$ cat src/rtl/uart_rx_if.sv
// rtl/uart_rx_if.sv - serial line and received-byte strobes of the 8N1 UART receiver
interface uart_rx_if;
  logic       rx;
  logic [7:0] rx_data;
  logic       rx_valid;
  logic       frame_err;
  logic       busy;

  modport master (
    output rx,
    input  rx_data,
    input  rx_valid,
    input  frame_err,
    input  busy
  );

  modport slave (
    input  rx,
    output rx_data,
    output rx_valid,
    output frame_err,
    output busy
  );
endinterface

$ cat src/rtl/uart_rx.sv
// rtl/uart_rx.sv - 8N1 UART receiver, mid-bit sampling from a clock-cycle counter
module uart_rx #(
  parameter int CLOCK_FREQ = 50000000,
  parameter int BAUD_RATE  = 921600
) (
  input logic       clk,
  input logic       rst,
  uart_rx_if.slave  bus
);
  localparam int CPB  = CLOCK_FREQ / BAUD_RATE;
  localparam int HALF = CPB / 2;
  localparam int CW   = (CPB > 1) ? $clog2(CPB) : 1;
  localparam logic [CW-1:0] CPB_LAST  = CW'(CPB - 1);
  localparam logic [CW-1:0] HALF_LAST = CW'(HALF - 1);

  generate
    if (CPB < 4) begin : g_cpb_check
      $error("uart_rx: CLOCK_FREQ/BAUD_RATE must be at least 4");
    end
  endgenerate

  typedef enum logic [2:0] {IDLE, START, DATA, STOP, WAIT_HIGH} state_t;

  state_t        state, state_next;
  logic [CW-1:0] cnt, cnt_next;
  logic [2:0]    bit_idx, bit_idx_next;
  logic [7:0]    shift, shift_next;
  logic [7:0]    rx_data_q, rx_data_next;
  logic          rx_valid_q, rx_valid_next;
  logic          frame_err_q, frame_err_next;
  logic          rx_meta, rx_s;

  always_ff @(posedge clk) begin
    if (!rst) begin
      state       <= IDLE;
      cnt         <= '0;
      bit_idx     <= '0;
      shift       <= '0;
      rx_data_q   <= 8'h00;
      rx_valid_q  <= 1'b0;
      frame_err_q <= 1'b0;
      rx_meta     <= 1'b1;
      rx_s        <= 1'b1;
    end else begin
      state       <= state_next;
      cnt         <= cnt_next;
      bit_idx     <= bit_idx_next;
      shift       <= shift_next;
      rx_data_q   <= rx_data_next;
      rx_valid_q  <= rx_valid_next;
      frame_err_q <= frame_err_next;
      rx_meta     <= bus.rx;
      rx_s        <= rx_meta;
    end
  end

  always_comb begin
    state_next     = state;
    cnt_next       = cnt;
    bit_idx_next   = bit_idx;
    shift_next     = shift;
    rx_data_next   = rx_data_q;
    rx_valid_next  = 1'b0;
    frame_err_next = 1'b0;
    case (state)
      IDLE: begin
        cnt_next = '0;
        if (!rx_s) state_next = START;
      end
      START: begin
        // A start bit that is high again at mid-period is treated as a glitch
        if (cnt == HALF_LAST) begin
          cnt_next     = '0;
          bit_idx_next = 3'd0;
          state_next   = rx_s ? IDLE : DATA;
        end else begin
          cnt_next = cnt + 1'b1;
        end
      end
      DATA: begin
        if (cnt == CPB_LAST) begin
          cnt_next     = '0;
          shift_next   = {rx_s, shift[7:1]};
          bit_idx_next = bit_idx + 3'd1;
          if (bit_idx == 3'd7) state_next = STOP;
        end else begin
          cnt_next = cnt + 1'b1;
        end
      end
      STOP: begin
        if (cnt == CPB_LAST) begin
          cnt_next = '0;
          if (rx_s) begin
            rx_data_next  = shift;
            rx_valid_next = 1'b1;
            state_next    = IDLE;
          end else begin
            frame_err_next = 1'b1;
            state_next     = WAIT_HIGH;
          end
        end else begin
          cnt_next = cnt + 1'b1;
        end
      end
      WAIT_HIGH: begin
        // Hold off until a break releases the line so it cannot start a frame
        cnt_next = '0;
        if (rx_s) state_next = IDLE;
      end
      default: begin
        cnt_next   = '0;
        state_next = IDLE;
      end
    endcase
  end

  assign bus.rx_data   = rx_data_q;
  assign bus.rx_valid  = rx_valid_q;
  assign bus.frame_err = frame_err_q;
  assign bus.busy      = (state != IDLE);
endmodule

$ cat src/flat_wrapper.sv
// flat-port wrapper written by rule: the top's interface ports become plain ports
module uart_rx_flat 
#(
  parameter int CLOCK_FREQ = 50000000,
  parameter int BAUD_RATE  = 921600
)
  (clk, rst, bus_rx, bus_rx_data, bus_rx_valid, bus_frame_err, bus_busy);
  uart_rx_if bus_i ();
  input logic clk;
  input logic rst;
  input wire logic [$bits(bus_i.rx)-1:0] bus_rx;
  output wire logic [$bits(bus_i.rx_data)-1:0] bus_rx_data;
  output wire logic [$bits(bus_i.rx_valid)-1:0] bus_rx_valid;
  output wire logic [$bits(bus_i.frame_err)-1:0] bus_frame_err;
  output wire logic [$bits(bus_i.busy)-1:0] bus_busy;
  assign bus_i.rx = bus_rx;
  assign bus_rx_data = bus_i.rx_data;
  assign bus_rx_valid = bus_i.rx_valid;
  assign bus_frame_err = bus_i.frame_err;
  assign bus_busy = bus_i.busy;
  uart_rx #(.CLOCK_FREQ(CLOCK_FREQ), .BAUD_RATE(BAUD_RATE)) u_core (.clk(clk), .rst(rst), .bus(bus_i));
endmodule
$ cat config.mk
export PLATFORM = sky130hd
export DESIGN_NAME = uart_rx_flat
export DESIGN_NICKNAME = d
export VERILOG_FILES = /design/src/rtl/uart_rx_if.sv /design/src/rtl/uart_rx.sv /design/src/flat_wrapper.sv
export SDC_FILE = /design/constraint.sdc
export NUM_CORES = 1
export LEC_CHECK = 0
export ABC_AREA = 0
export CAP_MARGIN = 10
export CELL_PAD_IN_SITES_DETAIL_PLACEMENT = 2
export CELL_PAD_IN_SITES_GLOBAL_PLACEMENT = 2
export CORE_ASPECT_RATIO = 1.75
export CORE_MARGIN = 2
export CORE_UTILIZATION = 28
export DETAILED_ROUTE_END_ITERATION = 10
export DONT_BUFFER_PORTS = 1
export HOLD_SLACK_MARGIN = 0.03
export PLACE_DENSITY_LB_ADDON = 0.1
export RECOVER_POWER = 25
export SLEW_MARGIN = 20
export SYNTH_ARGS = -nofsm -noshare
export SYNTH_HDL_FRONTEND = slang
export SYNTH_SLANG_ARGS = --single-unit
$ cat constraint.sdc
create_clock -name clk -period 2 [get_ports clk]
set_input_delay 0.4 -clock clk [delete_from_list [all_inputs] [get_ports clk]]
set_output_delay 0.4 -clock clk [all_outputs]
set_load 0.01 [all_outputs]
## After elaboration in Yosys (flattened, before gate mapping)

Cells that the tools add are included.

| storage, ports and cells | value |
|---|---|
| memories | 0 |
| latch bits | 0 |
| bits of input ports | 3 |
| output and inout bits | 11 |
| flip-flop bits (word level) | 32 |
| RAM bits | 0 |
| ROM bits | 0 |

| cells by class | value |
|---|---|
| equality and inequality tests | 13 |
| $mul | 0 |
| magnitude comparators | 0 |
| add/sub/neg operators | 2 |
| divide/modulo/power cells | 0 |
| reduce and logical (&&, ||, !) cells | 9 |
| bitwise gates (word level) | 0 |
| shifts and indexed selects | 0 |
| muxes and demuxes | 17 |

Operators by type and width:

| operator | number |
|---|---|
| $mux W3 | 9 |
| $pmux W3 S5 | 1 |
| $mux W6 | 2 |
| $pmux W6 S2 | 1 |
| $ne A2 B1 Y1 const B | 5 |
| $reduce_and A3 Y1 | 3 |
| $add A6 B1 Y6 const B | 1 |
| $eq A3 B2 Y1 const B | 2 |
| $eq A3 B3 Y1 const B | 2 |
| $eq A6 B5 Y1 const B | 1 |
| $eq A6 B6 Y1 const B | 1 |
| $pmux W3 S2 | 1 |
| $reduce_and A6 Y1 | 1 |
| $add A3 B1 Y3 const B | 1 |
| $eq A3 B1 Y1 const B | 1 |
| $logic_not A3 Y1 | 1 |
| $reduce_bool A3 Y1 | 1 |
| $mux W1 | 2 |
| $mux W2 | 1 |
| $ne A2 B2 Y1 const B | 1 |
| $reduce_and A2 Y1 | 1 |
| $reduce_bool A2 Y1 | 1 |
| $reduce_or A2 Y1 | 1 |

## Depth between registers and ports, before layout

Gate-level depths: netlist (run 1).

| depth | value |
|---|---|
| depth after elaboration | 4 |
| depth in mapped cells | 7 |
| mapped depth without buffers | 6 |

## Worst setup path after synthesis (run 1)

Ideal clock, no wire load.

| path | value |
|---|---|
| path type | register to register |
| start point | reg u_core.cnt[0] |
| end point | reg u_core.rx_data_q[1], in the netlist u_core.bus.rx_data[1] |
| stages on the path, launching flop included | 7 |
| setup slack | 0.592 ns |
| arrival time | 1.292 ns |
| required time | 1.884 ns |
| clock period less this slack | 1.408 ns |
| path through | dfxtp_1 ha_1 and3b_2 and4_4 buf_12 mux2i_1 nor2b_1 |

| on the way | value |
|---|---|
| longest elaborated chain between the ends | 2 |

RTL lines:

| what | line | source |
|---|---|---|
| from (decl) | uart_rx.sv:25 | `logic [CW-1:0] cnt, cnt_next;` |
| from (signal assigned) | uart_rx.sv:46 | `cnt <= cnt_next;` |
| $eq A6 B6 Y1 | uart_rx.sv:91 | `if (cnt == CPB_LAST) begin` |
| $reduce_and A3 Y1 (no source line) | n/a |  |
| to (signal assigned) | uart_rx.sv:49 | `rx_data_q <= rx_data_next;` |
| to (decl) | uart_rx.sv:28 | `logic [7:0] rx_data_q, rx_data_next;` |

No other way between the ends.
A chain may end at the register's enable or synchronous reset.

## Worst setup path in the final report (run 1)

| path | value |
|---|---|
| start point | reg u_core.cnt[0] |
| end point | reg u_core.shift[7] |

| on the way | value |
|---|---|
| longest elaborated chain between the ends | 2 |

RTL lines:

| what | line | source |
|---|---|---|
| $eq A6 B6 Y1 | uart_rx.sv:81 | `if (cnt == CPB_LAST) begin` |
| $reduce_and A2 Y1 (no source line) | n/a |  |
| to (signal assigned) | uart_rx.sv:48 | `shift <= shift_next;` |
| to (decl) | uart_rx.sv:27 | `logic [7:0] shift, shift_next;` |

No other way between the ends.

==> flow_metrics.env, run 1 <==
export IMPL_clock_power_share_pct=41.0
export IMPL_number_of_buffers_created_by_cts=5
export IMPL_crit_arrival_ns=1.91
export IMPL_mappedNetlistNets=144
export IMPL_detail_route_iter0_violations=15
export IMPL_grt_antenna_before_repair=0
export IMPL_peakVddDrop_mv=0.4276
export IMPL_clock_insertion_delay_worst_skew_ns=0.28
export IMPL_netlist_instances=136
export IMPL_crit_path_category="reg2reg"
export IMPL_totalNegativeSetupSlack_ns=0
export IMPL_critPathMaxStageDelay_ns=0.49
export IMPL_grt_pass1_vias=1020
export IMPL_detail_route_vias_per_cell=5.000
export IMPL_detailedPlacementHpwl_um=2156
export IMPL_synthesis_area_per_instance_um2=10.38
export IMPL_port_buffers=0
export IMPL_dieHeight_um=97.92
export IMPL_timing_critical_path_required_ns=2.17
export IMPL_cp_buf_inv_count=0
export IMPL_synth_compound_area_share_pct=6.206
export IMPL_synth_seq_cells=32
export IMPL_swShare_pct=21.55
export IMPL_intPower_uw=889.4
export IMPL_p_switching_uw=244.3
export IMPL_crit_cells=5
export IMPL_critical_path_peak_fanout=9
export IMPL_cts_root_buffer_cell="clkbuf_8"
export IMPL_final_min_clock_period_ns=1.741
export IMPL_tritoncts="built"
export IMPL_dp_cells=186
export IMPL_hp_class="in2reg"
export IMPL_synthesis_yosys_warnings=0
export IMPL_floorplan_die_area_um2=5647
export IMPL_tritoncts_num_sinks=32
export IMPL_netlist_cell_type_count=38
export IMPL_max_cap_viol_count=0
export IMPL_grt_setup_unrepaired="no"
export IMPL_cts_clk_slew_worst_paths_ns=0.06
export IMPL_run_status="finished, final reports clean"
export IMPL_synth_mux_area_fraction_pct=12.77
export IMPL_floorplan_initialDensity_pct=28.60
export IMPL_level_count_of_the_clock_h_tree=2
export IMPL_io_pin_count=14
export IMPL_seq_power_share_pct=57.0
export IMPL_chipWidth_um=57.67
export IMPL_synth_async_sr_flop_share_pct=0
export IMPL_synth_enable_flop_cells=0
export IMPL_layout_area_overhead_vs_synth_pct=7.446
export IMPL_critical_path_top_delay_family="simple AND/OR/NAND/NOR gates"
export IMPL_max_freq_mhz=574.5
export IMPL_clk_path_buf_depth=2
export IMPL_final_min_period_over_clock_period_pct=87.03
export IMPL_ys_seq_area_share_pct=45.39
export IMPL_gpl_final_weighted_congestion=0.6666
export IMPL_most_common_layout_cells="32 x dfxtp_1, 18 x mux2i_1, 17 x nor2b_1"
export IMPL_final_setup_viol_count=0
export IMPL_max_slew_violation_count=0
export IMPL_total_leakage_power_nw=0.5164
export IMPL_critical_path_startpoint_type="flop"
export IMPL_fin_worst_skew_ns=0.002952
export IMPL_diodes=0
export IMPL_totalPowerFinal_mw=1.134
export IMPL_detail_route_wl_per_cell_um=15.08
export IMPL_crit_end_category="flop"
export IMPL_critical_path_cell_chain="ha_1 > and3b_2 > and3_1 > mux2i_1 > nor2b_1"
export IMPL_count_of_hold_fix_buffers_inserted_at_cts=0
export IMPL_wl_um=2910
export IMPL_xor_xnor_share_of_the_synthesized_area_pct=2.482
export IMPL_drive_above_1_share_pct=10.07
export IMPL_post_cts_setup_buffer_count=0
export IMPL_combinational_family_with_the_most_area_after_synthesis="simple AND/OR/NAND/NOR gates"
export IMPL_p_comb_share_pct=2.0
export IMPL_final_antenna_net_count=0
export IMPL_final_net_count=147
export IMPL_remaining_drc_errors=0
export IMPL_remaining_max_slew_budget_at_the_tightest_pin_pct=66.37
export IMPL_reg2reg_depth=5
export IMPL_num_rows=34
export IMPL_hold_violations=0
export IMPL_grt_max_degree=28
export IMPL_yosys_area_share_adder_pct=4.433
export IMPL_library_cell_contributing_the_largest_single_delay_on_the_critical_path="and3_1"
export IMPL_synth_flop_cell="dfxtp_1"
export IMPL_min_delay_path_depth=1
export IMPL_synth_area_in_simple_gates_pct=23.49
export IMPL_cellPowerDensity_nw_per_um2=747.6
export IMPL_final_common_cell="dfxtp_1"
export IMPL_grtUsageTotal_pct=11.39
export IMPL_drtPass1Iterations=4
export IMPL_layout_cells_non_filler=193
export IMPL_wire_length_of_the_first_global_routing_pass_um=4788
export IMPL_postCtsResizedCells=0
export IMPL_synthesis_area_um2=1411
export IMPL_grt_overflow=0
export IMPL_routed_via_count=965
export IMPL_coreArea_um2=4935
export IMPL_worst_slew_pin_transition_ns=0.5044
[area by class of cell]
cell class / count / area, um2
Clock buffer: 6 / 72.57
Clock inverter: 1 / 5.005
Fill cell: 571 / 3418
Inverter: 3 / 11.26
Multi-Input combinational cell: 94 / 696.9
Sequential cell: 32 / 640.6
Tap cell: 54 / 67.56
Timing Repair Buffer: 3 / 22.52
[final timing paths]
check / from / to / slack, ns
worst max-delay path: u_core.cnt[0] / u_core.shift[7] / 0.26
worst min-delay path: rst / u_core.rx_s / 0.19
worst max register to register: u_core.cnt[0] / u_core.shift[7] / 0.26
worst min register to register: u_core.rx_meta / u_core.rx_s / 0.42
[metal layers]
metal  global-route usage (%)  routed length, um  vias to the layer above
met2                    21.24               1709                       12
met4                    6.440                 82                        0
li1                         -                  -                      469
met3                    3.179                 70                        7
met5                        0                  0                        -
met1                    10.48               1047                      477
[power by group through the flow]
stage	Combinational, mW	Sequential (mW)	Clock, mW
final	0.0225	0.646	0.465
after global routing	0.0255	0.647	0.514
after CTS	0.0233	0.646	0.496
after detailed placement	0.0231	0.661	0
after global placement	0.0222	0.661	0
after floorplan	0.0243	0.657	0
[state kept, by name, summed over array words and instances, names as in the netlist]
name	count
u_core.bit_idx	3
u_core.bus.frame_err	1
u_core.bus.rx_data	8
u_core.bus.rx_valid	1
u_core.cnt	6
u_core.rx_meta	1
u_core.rx_s	1
u_core.shift	8
u_core.state	3
[per-stage QoR]
| step | setup WS [ns] | hold slack [ns] | util (%) | area [um2] |
|---|---|---|---|---|
| 2_1_floorplan | 0.5915 | 0.3863 | - | 1411 |
| 3_3_place_gp | 0.3279 | 0.3963 | 29.16 | 1439 |
| 3_5_place_dp | 0.2345 | 0.4078 | 29.16 | 1439 |
| 4_1_cts | 0.1924 | 0.1810 | 30.73 | 1516 |
| 5_1_grt | 0.1256 | 0.1877 | 30.73 | 1516 |
| 6_report | 0.2594 | 0.1909 | 30.73 | 1516 |
[Yosys cell counts (2+ instances only)]
| master | instances | area [um2] |
|---|---|---|
| ha_1 | 5 | 62.56 |
| xnor2_1 | 2 | 17.52 |
| dfxtp_1 | 32 | 640.6 |
| inv_1 | 3 | 11.26 |
| nand2b_1 | 3 | 18.77 |
| mux2i_1 | 18 | 180.2 |
| clkbuf_1 | 2 | 7.510 |
| nand2_1 | 5 | 18.77 |
| and3b_1 | 2 | 17.52 |
| nor2b_1 | 17 | 106.4 |
| o21ai_0 | 2 | 10.01 |
| a211oi_1 | 2 | 15.01 |
| nor2_1 | 9 | 33.78 |
| nand3_1 | 5 | 25.02 |
| xor2_1 | 2 | 17.52 |
| nand4_1 | 2 | 12.51 |
| a21oi_1 | 3 | 15.01 |
| buf_6 | 2 | 22.52 |
[kinds of logic after synthesis]
logic type,after synthesis
compound gates,13
xor+xnor,4
fa+ha+maj,5
buf+inv,10
flops,32
mux,18
simple gates,54
Note: power is estimated with default switching activity, not from simulation.
==> inputs of run 2 (changes only) <==
--- a/config.mk
+++ b/config.mk
@@ -11,7 +11,8 @@
 export CELL_PAD_IN_SITES_GLOBAL_PLACEMENT = 2
 export CORE_ASPECT_RATIO = 1.75
 export CORE_MARGIN = 2
-export CORE_UTILIZATION = 28
+export CORE_UTILIZATION = 39
+export CTS_CLUSTER_DIAMETER = 60
 export DETAILED_ROUTE_END_ITERATION = 10
 export DONT_BUFFER_PORTS = 1
 export HOLD_SLACK_MARGIN = 0.03
==> flow_metrics.env, run 2 (synthesis gave the netlist of run 1 again) <==
export IMPL_grt_overflow=0
export IMPL_hp_class="in2reg"
export IMPL_crit_arrival_ns=1.86
export IMPL_coreArea_um2=3433
export IMPL_clk_path_buf_depth=2
export IMPL_crit_path_category="reg2reg"
export IMPL_dieHeight_um=83.58
export IMPL_remaining_max_slew_budget_at_the_tightest_pin_pct=70.87
export IMPL_grt_pass1_vias=1065
export IMPL_wl_um=2962
export IMPL_detailedPlacementHpwl_um=2187
export IMPL_max_cap_viol_count=0
export IMPL_remaining_drc_errors=0
export IMPL_grtUsageTotal_pct=17.21
export IMPL_number_of_buffers_created_by_cts=5
export IMPL_detail_route_iter0_violations=15
export IMPL_diodes=0
export IMPL_final_min_period_over_clock_period_pct=84.21
export IMPL_count_of_hold_fix_buffers_inserted_at_cts=0
export IMPL_max_slew_violation_count=0
export IMPL_final_net_count=145
export IMPL_wire_length_of_the_first_global_routing_pass_um=5402
export IMPL_post_cts_setup_buffer_count=0
export IMPL_detail_route_vias_per_cell=5.268
export IMPL_tritoncts_num_sinks=32
export IMPL_gpl_final_weighted_congestion=0.8375
export IMPL_floorplan_die_area_um2=4135
export IMPL_final_common_cell="dfxtp_1"
export IMPL_cts_root_buffer_cell="clkbuf_8"
export IMPL_level_count_of_the_clock_h_tree=2
export IMPL_total_leakage_power_nw=0.5166
export IMPL_final_core_util_pct=43.84
export IMPL_fillCellCount=403
export IMPL_io_pin_count=14
export IMPL_tritoncts="built"
export IMPL_critical_path_peak_fanout=14
export IMPL_cts_clk_slew_worst_paths_ns=0.07
export IMPL_grt_setup_unrepaired="no"
export IMPL_cellPowerDensity_nw_per_um2=781.1
export IMPL_final_antenna_net_count=0
export IMPL_layout_area_overhead_vs_synth_pct=6.649
export IMPL_placement_cell_area_um2=1413
export IMPL_crit_end_category="flop"
export IMPL_postCtsResizedCells=0
export IMPL_run_status="finished, final reports clean"
export IMPL_multi_input_comb_area_um2=696.9
export IMPL_totalNegativeSetupSlack_ns=0
export IMPL_worst_slew_pin_transition_ns=0.4363
export IMPL_final_setup_viol_count=0
export IMPL_routed_via_count=964
export IMPL_chipWidth_um=49.48
export IMPL_clock_insertion_delay_worst_skew_ns=0.28
export IMPL_peakVddDrop_mv=0.3566
export IMPL_seqCellArea_um2=640.6
export IMPL_drtPass1Iterations=4
export IMPL_hold_violations=0
export IMPL_drive_above_1_share_pct=10.14
export IMPL_final_hold_worst_slack_ns=0.1912
export IMPL_post_route_cell_area_um2=1505
export IMPL_grt_antenna_before_repair=0
export IMPL_grt_max_degree=28
export IMPL_most_common_layout_cells="32 x dfxtp_1, 18 x mux2i_1, 17 x nor2b_1"
export IMPL_max_freq_mhz=593.7
export IMPL_critical_path_startpoint_type="flop"
export IMPL_floorplan_initialDensity_pct=41.11
export IMPL_num_rows=28
export IMPL_detail_route_wl_per_cell_um=16.19
export IMPL_fin_worst_skew_ns=0.004965
export IMPL_port_buffers=0
export IMPL_final_min_clock_period_ns=1.684
export IMPL_timing_critical_path_required_ns=2.18
-- run 2: cell count changes in the layout (fill, tap and decap cells not counted), sizes merged --
cell / delta
buf: -2
clkinv: +1
-- run 2: stage by stage --
| stage | setup slack [ns] | instances | power, mW |
|---|---|---|---|
| after floorplan | 0.5915 | 136 | 0.6817 |
| final | 0.3157 | 183 | 1.176 |
| after detailed placement | 0.3195 | 175 | 0.6825 |
| after CTS | 0.3097 | 183 | 1.199 |
| after global routing | 0.1472 | 183 | 1.230 |
| after global placement | 0.3681 | 175 | 0.6812 |
-- run 2: final cells by class --
cell class	instances	share of cell area, %
multi-input cells	94	46.30
clock inverters	2	0.6650
clock buffers	6	5.486
flip-flops and latches	32	42.56
repair buffers	1	0.4988
well taps	45	3.741
inverters	3	0.7481
-- run 2: layer usage --
metal  share of wire (%)  vias up  GRT usage [%]
met3                 2.7        6          4.480
met2                  58       15          31.70
met1                  38      472          17.40
met4                 2.0        0          8.081
li1                    -      471              -
met5                   0        -              0
-- run 2: worst paths after layout --
check                           depth (start not counted)              end  slack [ns]             from
worst max-delay path                                    5  u_core.shift[0]        0.32  u_core.state[1]
worst max register to register                          5  u_core.shift[0]        0.32  u_core.state[1]
worst min register to register                          1      u_core.rx_s        0.42   u_core.rx_meta
worst min-delay path                                    1   u_core.rx_meta        0.19              rst
-- run 2: power by group --
group / leakage (nW) / internal, mW / switching (mW)
clock network: 0.0510 / 0.274 / 0.234
registers: 0.258 / 0.641 / 0.00623
logic: 0.207 / 0.0111 / 0.00940
total: 0.517 / 0.926 / 0.249
-- run 2: critical path, cell delays in order (launching register included) --
cell,delay (ns)
dfxtp_1,0.59
nor3b_4,0.31
and3_1,0.19
buf_4,0.20
mux2i_1,0.23
nor2b_1,0.06
==> inputs of run 3 (changes only) <==
--- a/config.mk
+++ b/config.mk
@@ -11,7 +11,7 @@
 export CELL_PAD_IN_SITES_GLOBAL_PLACEMENT = 2
 export CORE_ASPECT_RATIO = 1.75
 export CORE_MARGIN = 2
-export CORE_UTILIZATION = 39
+export CORE_UTILIZATION = 36
 export CTS_CLUSTER_DIAMETER = 60
 export DETAILED_ROUTE_END_ITERATION = 10
 export DONT_BUFFER_PORTS = 1
==> constraint.sdc (replaced) <==
create_clock -name clk -period 1.5 [get_ports clk]
set_input_delay 0.3 -clock clk [delete_from_list [all_inputs] [get_ports clk]]
set_output_delay 0.3 -clock clk [all_outputs]
set_load 0.01 [all_outputs]
==> flow_metrics.env, run 3 (synthesis gave the netlist of run 1 again) <==
export IMPL_run_status="finished, violations left"
export IMPL_violations="negative setup slack"
export IMPL_grt_max_degree=28
export IMPL_final_min_clock_period_ns=1.510
export IMPL_diodes=0
export IMPL_critical_path_startpoint_type="flop"
export IMPL_number_of_buffers_created_by_cts=5
export IMPL_num_rows=30
export IMPL_clk_path_buf_depth=2
export IMPL_chipWidth_um=51.33
export IMPL_worst_slew_pin_transition_ns=0.3346
export IMPL_io_pin_count=14
export IMPL_routed_via_count=1044
export IMPL_max_slew_violation_count=0
export IMPL_final_min_period_over_clock_period_pct=100.7
export IMPL_max_freq_mhz=662.3
export IMPL_grt_pass1_vias=1134
export IMPL_cp_buf_inv_count=1
export IMPL_level_count_of_the_clock_h_tree=2
export IMPL_detailedPlacementHpwl_um=2289
export IMPL_final_setup_viol_count=1
export IMPL_coreArea_um2=3829
export IMPL_gpl_final_weighted_congestion=0.7390
export IMPL_seqCellArea_um2=650.6
export IMPL_critPathMaxStageDelay_ns=0.33
export IMPL_wire_length_of_the_first_global_routing_pass_um=5568
export IMPL_wl_um=3397
export IMPL_grt_use_met3_pct=3.621
export IMPL_globalRouteMet1Util_pct=16.67
export IMPL_multi_input_comb_area_um2=748.2
export IMPL_floorplan_die_area_um2=4457
export IMPL_port_buffers=0
export IMPL_preCtsSetupSlack_ns=-0.02598
export IMPL_detail_route_iter0_violations=1
export IMPL_max_cap_viol_count=0
export IMPL_layout_area_overhead_vs_synth_pct=18.79
export IMPL_total_leakage_power_nw=0.5985
export IMPL_timing_critical_path_required_ns=1.67
export IMPL_detail_route_vias_per_cell=5.168
export IMPL_final_common_cell="dfxtp_1"
export IMPL_critical_path_top_delay_family="simple AND/OR/NAND/NOR gates"
export IMPL_drtPass1Iterations=4
export IMPL_critical_path_peak_fanout=8
export IMPL_worst_slack_ns=-0.009983
export IMPL_dieHeight_um=86.83
export IMPL_final_antenna_net_count=0
export IMPL_critical_path_cell_chain="inv_2 > ha_4 > and3b_2 > and4_4 > mux2i_1 > nor2b_1"
export IMPL_clock_insertion_delay_worst_skew_ns=0.28
export IMPL_remaining_drc_errors=0
export IMPL_met2_routing_resource_usage_after_global_routing_pct=33.06
export IMPL_crit_arrival_ns=1.68
export IMPL_cts_clk_slew_worst_paths_ns=0.07
export IMPL_hp_class="in2reg"
export IMPL_cellPowerDensity_nw_per_um2=947.4
export IMPL_fillCellCount=446
export IMPL_grt_setup_unrepaired="yes"
export IMPL_floorplan_initialDensity_pct=36.86
export IMPL_totalNegativeSetupSlack_ns=-0.009983
export IMPL_most_common_layout_cells="28 x dfxtp_1, 18 x mux2i_1, 17 x nor2b_1"
export IMPL_library_cell_contributing_the_largest_single_delay_on_the_critical_path="dfxtp_2"
export IMPL_hold_violations=0
export IMPL_drive_above_1_share_pct=25.32
export IMPL_grt_overflow=0
export IMPL_crit_end_category="flop"
export IMPL_tritoncts="built"
export IMPL_fin_worst_skew_ns=0.005274
export IMPL_tritoncts_num_sinks=32
export IMPL_grt_busiest_layer="met2"
export IMPL_peakVddDrop_mv=0.5360
export IMPL_final_net_count=161
export IMPL_remaining_max_slew_budget_at_the_tightest_pin_pct=77.65
export IMPL_detail_route_wl_per_cell_um=16.82
export IMPL_cts_root_buffer_cell="clkbuf_8"
export IMPL_grt_antenna_before_repair=0
export IMPL_grtUsageTotal_pct=17.25
export IMPL_crit_path_category="reg2reg"
-- run 3: cell count changes in the layout (fill, tap and decap cells not counted), sizes merged --
| cell | delta |
|---|---|
| clkinv | -2 |
| clkbuf | +2 |
| and4 | +1 |
| buf | +14 |
| and3 | +1 |
-- run 3: metal layers --
| metal | routed length [um] | up-vias | part of all wire [%] |
|---|---|---|---|
| met5 | 0 | - | 0 |
| met4 | 54 | 0 | 1.6 |
| met3 | 72 | 5 | 2.1 |
| met2 | 2005 | 12 | 59 |
| met1 | 1265 | 525 | 37 |
| li1 | - | 502 | - |
-- run 3: repair_timing --
| item | 4_1_cts | 5_1_grt |
|---|---|---|
| hold buffers | 0 | 0 |
| buffers inserted | 4 | 2 |
| gates cloned | 1 | 1 |
| resized for setup | 7 | 10 |
| hold endpoints to repair | 0 | 0 |
| setup endpoints to repair | 11 | 28 |
| pin swaps | 1 | 8 |
-- run 3: worst paths after layout --
kind,from,to,slack [ns],cells after the start
setup / recovery,u_core.cnt[1],u_core.bus.rx_data[1],-0.01,6
hold / removal,rst,u_core.rx_meta,0.1,1
setup reg to reg,u_core.cnt[1],u_core.bus.rx_data[1],-0.01,6
hold reg to reg,u_core.rx_meta,u_core.rx_s,0.41,1
-- run 3: cell type report --
class,instances,area share [%]
clock buffer,8,5.373
multi-input combinational,96,44.63
tap,48,3.582
sequential,32,38.81
inverter,3,0.6716
timing repair buffer,15,6.940
-- run 3: worst register-to-register path: cells and delay by family, from the launching register on --
family / cells / cell delay (ns)
flip-flops: 1 / 0.33
AND/OR/NAND/NOR: 3 / 0.65
buffers and inverters: 1 / 0.07
adder cells (fa/ha/maj): 1 / 0.12
multiplexers: 1 / 0.23
-- run 3: stage by stage --
stage	area, um2	std cells	hold slack, ns	util, %	total power, mW
floorplan	1411	136	0.3730	-	0.9089
global placement	1496	187	0.3814	39.09	0.9150
detailed placement	1496	187	0.3843	39.09	0.9154
CTS	1627	199	0.08414	42.48	1.609
global route	1677	202	0.08282	43.79	1.665
finish	1677	202	0.09824	43.79	1.588
-- run 3: power breakdown --
group | switching, mW | internal [mW]
registers | 0.00383 | 0.853
clock network | 0.311 | 0.374
logic | 0.0213 | 0.0252
==> RTL edit (config.mk and constraints of run 2) <==
`CLOCK_FREQ` is set to 50000000 in 2 places; all go to 12500000.
--- a/src/rtl/uart_rx.sv
+++ b/src/rtl/uart_rx.sv
@@ -1,5 +1,5 @@
 // rtl/uart_rx.sv - 8N1 UART receiver, mid-bit sampling from a clock-cycle counter
 module uart_rx #(
-  parameter int CLOCK_FREQ = 50000000,
+  parameter int CLOCK_FREQ = 12500000,
   parameter int BAUD_RATE  = 921600
 ) (
--- a/src/flat_wrapper.sv
+++ b/src/flat_wrapper.sv
@@ -2,5 +2,5 @@
 module uart_rx_flat 
 #(
-  parameter int CLOCK_FREQ = 50000000,
+  parameter int CLOCK_FREQ = 12500000,
   parameter int BAUD_RATE  = 921600
 )
Function: changed (Yosys sat finds a counterexample within 10 cycles, from zero or initial values and one cycle with rst low).
==> RTL edit against run 2 <==
Hold slack better by 0.021 ns. Synthesized area decreased by 7.6%. Final cell count is 7.7% lower. Wire length is 11% lower. Clock skew decreased by 0.00098 ns. Critical endpoint is now bus_busy. Critical path type is now reg2out. Setup slack improved by 0.10 ns. Design area down 6.4%. Synthesized cell count down 8.8%. Clock power shrank 15%. Sequential cell count down 2. Sequential power is 6.6% lower. Total power is 11% lower. Largest power group unchanged.
==> RTL edit: results (changes against run 2) <==
status: "complete, no violations"
fin_crit_ns: 1.58  # -0.100 ns
synth_top_flop_cell: "dfxtp_1"
syn-num-nets: 132  # -8.3%
multi_input_area_um2: 663  # -4.8%
synth_area_leaders: "dfxtp_1, mux2i_1, nand2_1"
critPathArrivalTime_ns: 1.18  # -0.68 ns
gp_congestion: 0.729  # -13%
skew_ns: 0.00398  # -0.000985 ns
grt_usage_pct: 17.3  # +0.085 points
place_area_um2: 1330  # -5.7%
grt_pass1_wl_mm: 4.65  # -14%
grt_max_degree: 32  # +14%
leakagePower_uw: 0.000512  # -0.90%
io_buffer_count: 0  # unchanged
cts_resized: 0  # unchanged
slew_headroom_pct: 69.5  # -1.3 points
cts_setup_buffers: 0  # unchanged
nNetsFinal: 134  # -7.6%
clk_latency_ns: 0.27
cp_max_fo: 12  # -2
dp_slack_ns: 0.466  # +0.146 ns
grt_pass1_vias: 1001  # -6.0%
drt-initial-drc-count: 5  # -10
clock_path_buffers: 2  # unchanged
ys_top_cells_by_count: "dfxtp_1, nand2_1, mux2i_1, ha_1, nand2b_1"
place.detailed.hpwl_mm: 1.98  # -9.4%
peakVddDrop_mv: 0.401  # +12%
async_flop_share_pct: 0  # unchanged
dr.pass1.iters: 4  # unchanged
yosys_warnings: 0  # unchanged
yosysSeqAreaShare_pct: 46.1  # +0.68 points
vias_per_cell: 5.18  # -1.6%
cts.clk_slew.worst_paths_ns: 0.06
numCtsBuffers: 5  # unchanged
drive_above_1_share_pct: 11.1  # +0.97 points
nFillCells: 370  # -8.2%
wl_per_cell_um: 15.6  # -3.6%
synth_cell_type_count: 34  # -11%
[RTL edit: power by group]
group / switching (uW) / total [uW] / leakage, uW / internal [uW]
registers: 3.32 / 604 / 0.000242 / 600
clock network: 193 / 432 / 0.0000383 / 239
logic: 8.03 / 14.1 / 0.000232 / 6.06
[RTL edit: path summary, 6_finish.rpt]
kind,start,end,slack (ns),cells past startpoint
setup reg to reg,u_core.state[1],u_core.bit_idx[2],0.49,3
hold reg to reg,u_core.rx_meta,u_core.rx_s,0.43,1
setup / recovery,u_core.state[1],bus_busy,0.42,2
hold / removal,rst,u_core.rx_s,0.21,1
[RTL edit: logic make-up (layout without fill, tap and decap cells)]
logic type | after synthesis | after routing | synth area share (%)
buf+inv | 9 | 11 | 3.07
fa+ha+maj | 5 | 5 | 4.80
mux | 19 | 19 | 14.6
compound gates | 9 | 9 | 6.81
simple gates | 50 | 50 | 23.3
xor+xnor | 2 | 2 | 1.34
flops | 30 | 30 | 46.1
[RTL edit: cell type report]
class                   instances  area share, %
clock buffers                   7           5.42
inverters                       4           1.07
multi-input cells              85           47.1
flip-flops and latches         30           42.6
well taps                      43           3.82
[RTL edit: worst reg2reg max path, delay by kind of cell, from the launching register on]
kind	cells	cell delay, ns
muxes	1	0.22
DFF	1	0.60
AOI/OAI and AO/OA	1	0.32
and+or+nand+nor	1	0.29
[RTL edit: layer usage]
layer  share of wire, %  vias up  track usage, %
met5                  0        -               0
met4                2.2        0            7.30
met3                2.2        6            4.27
met2                 57       10            30.7
met1                 38      431            17.9
li1                   -      429               -
[RTL edit: metrics by stage]
stage,power [uW],cells
final,1050,169
after global routing,1100,169
after CTS,1070,169
after detailed placement,631,162
after global placement,630,162
after floorplan,635,124
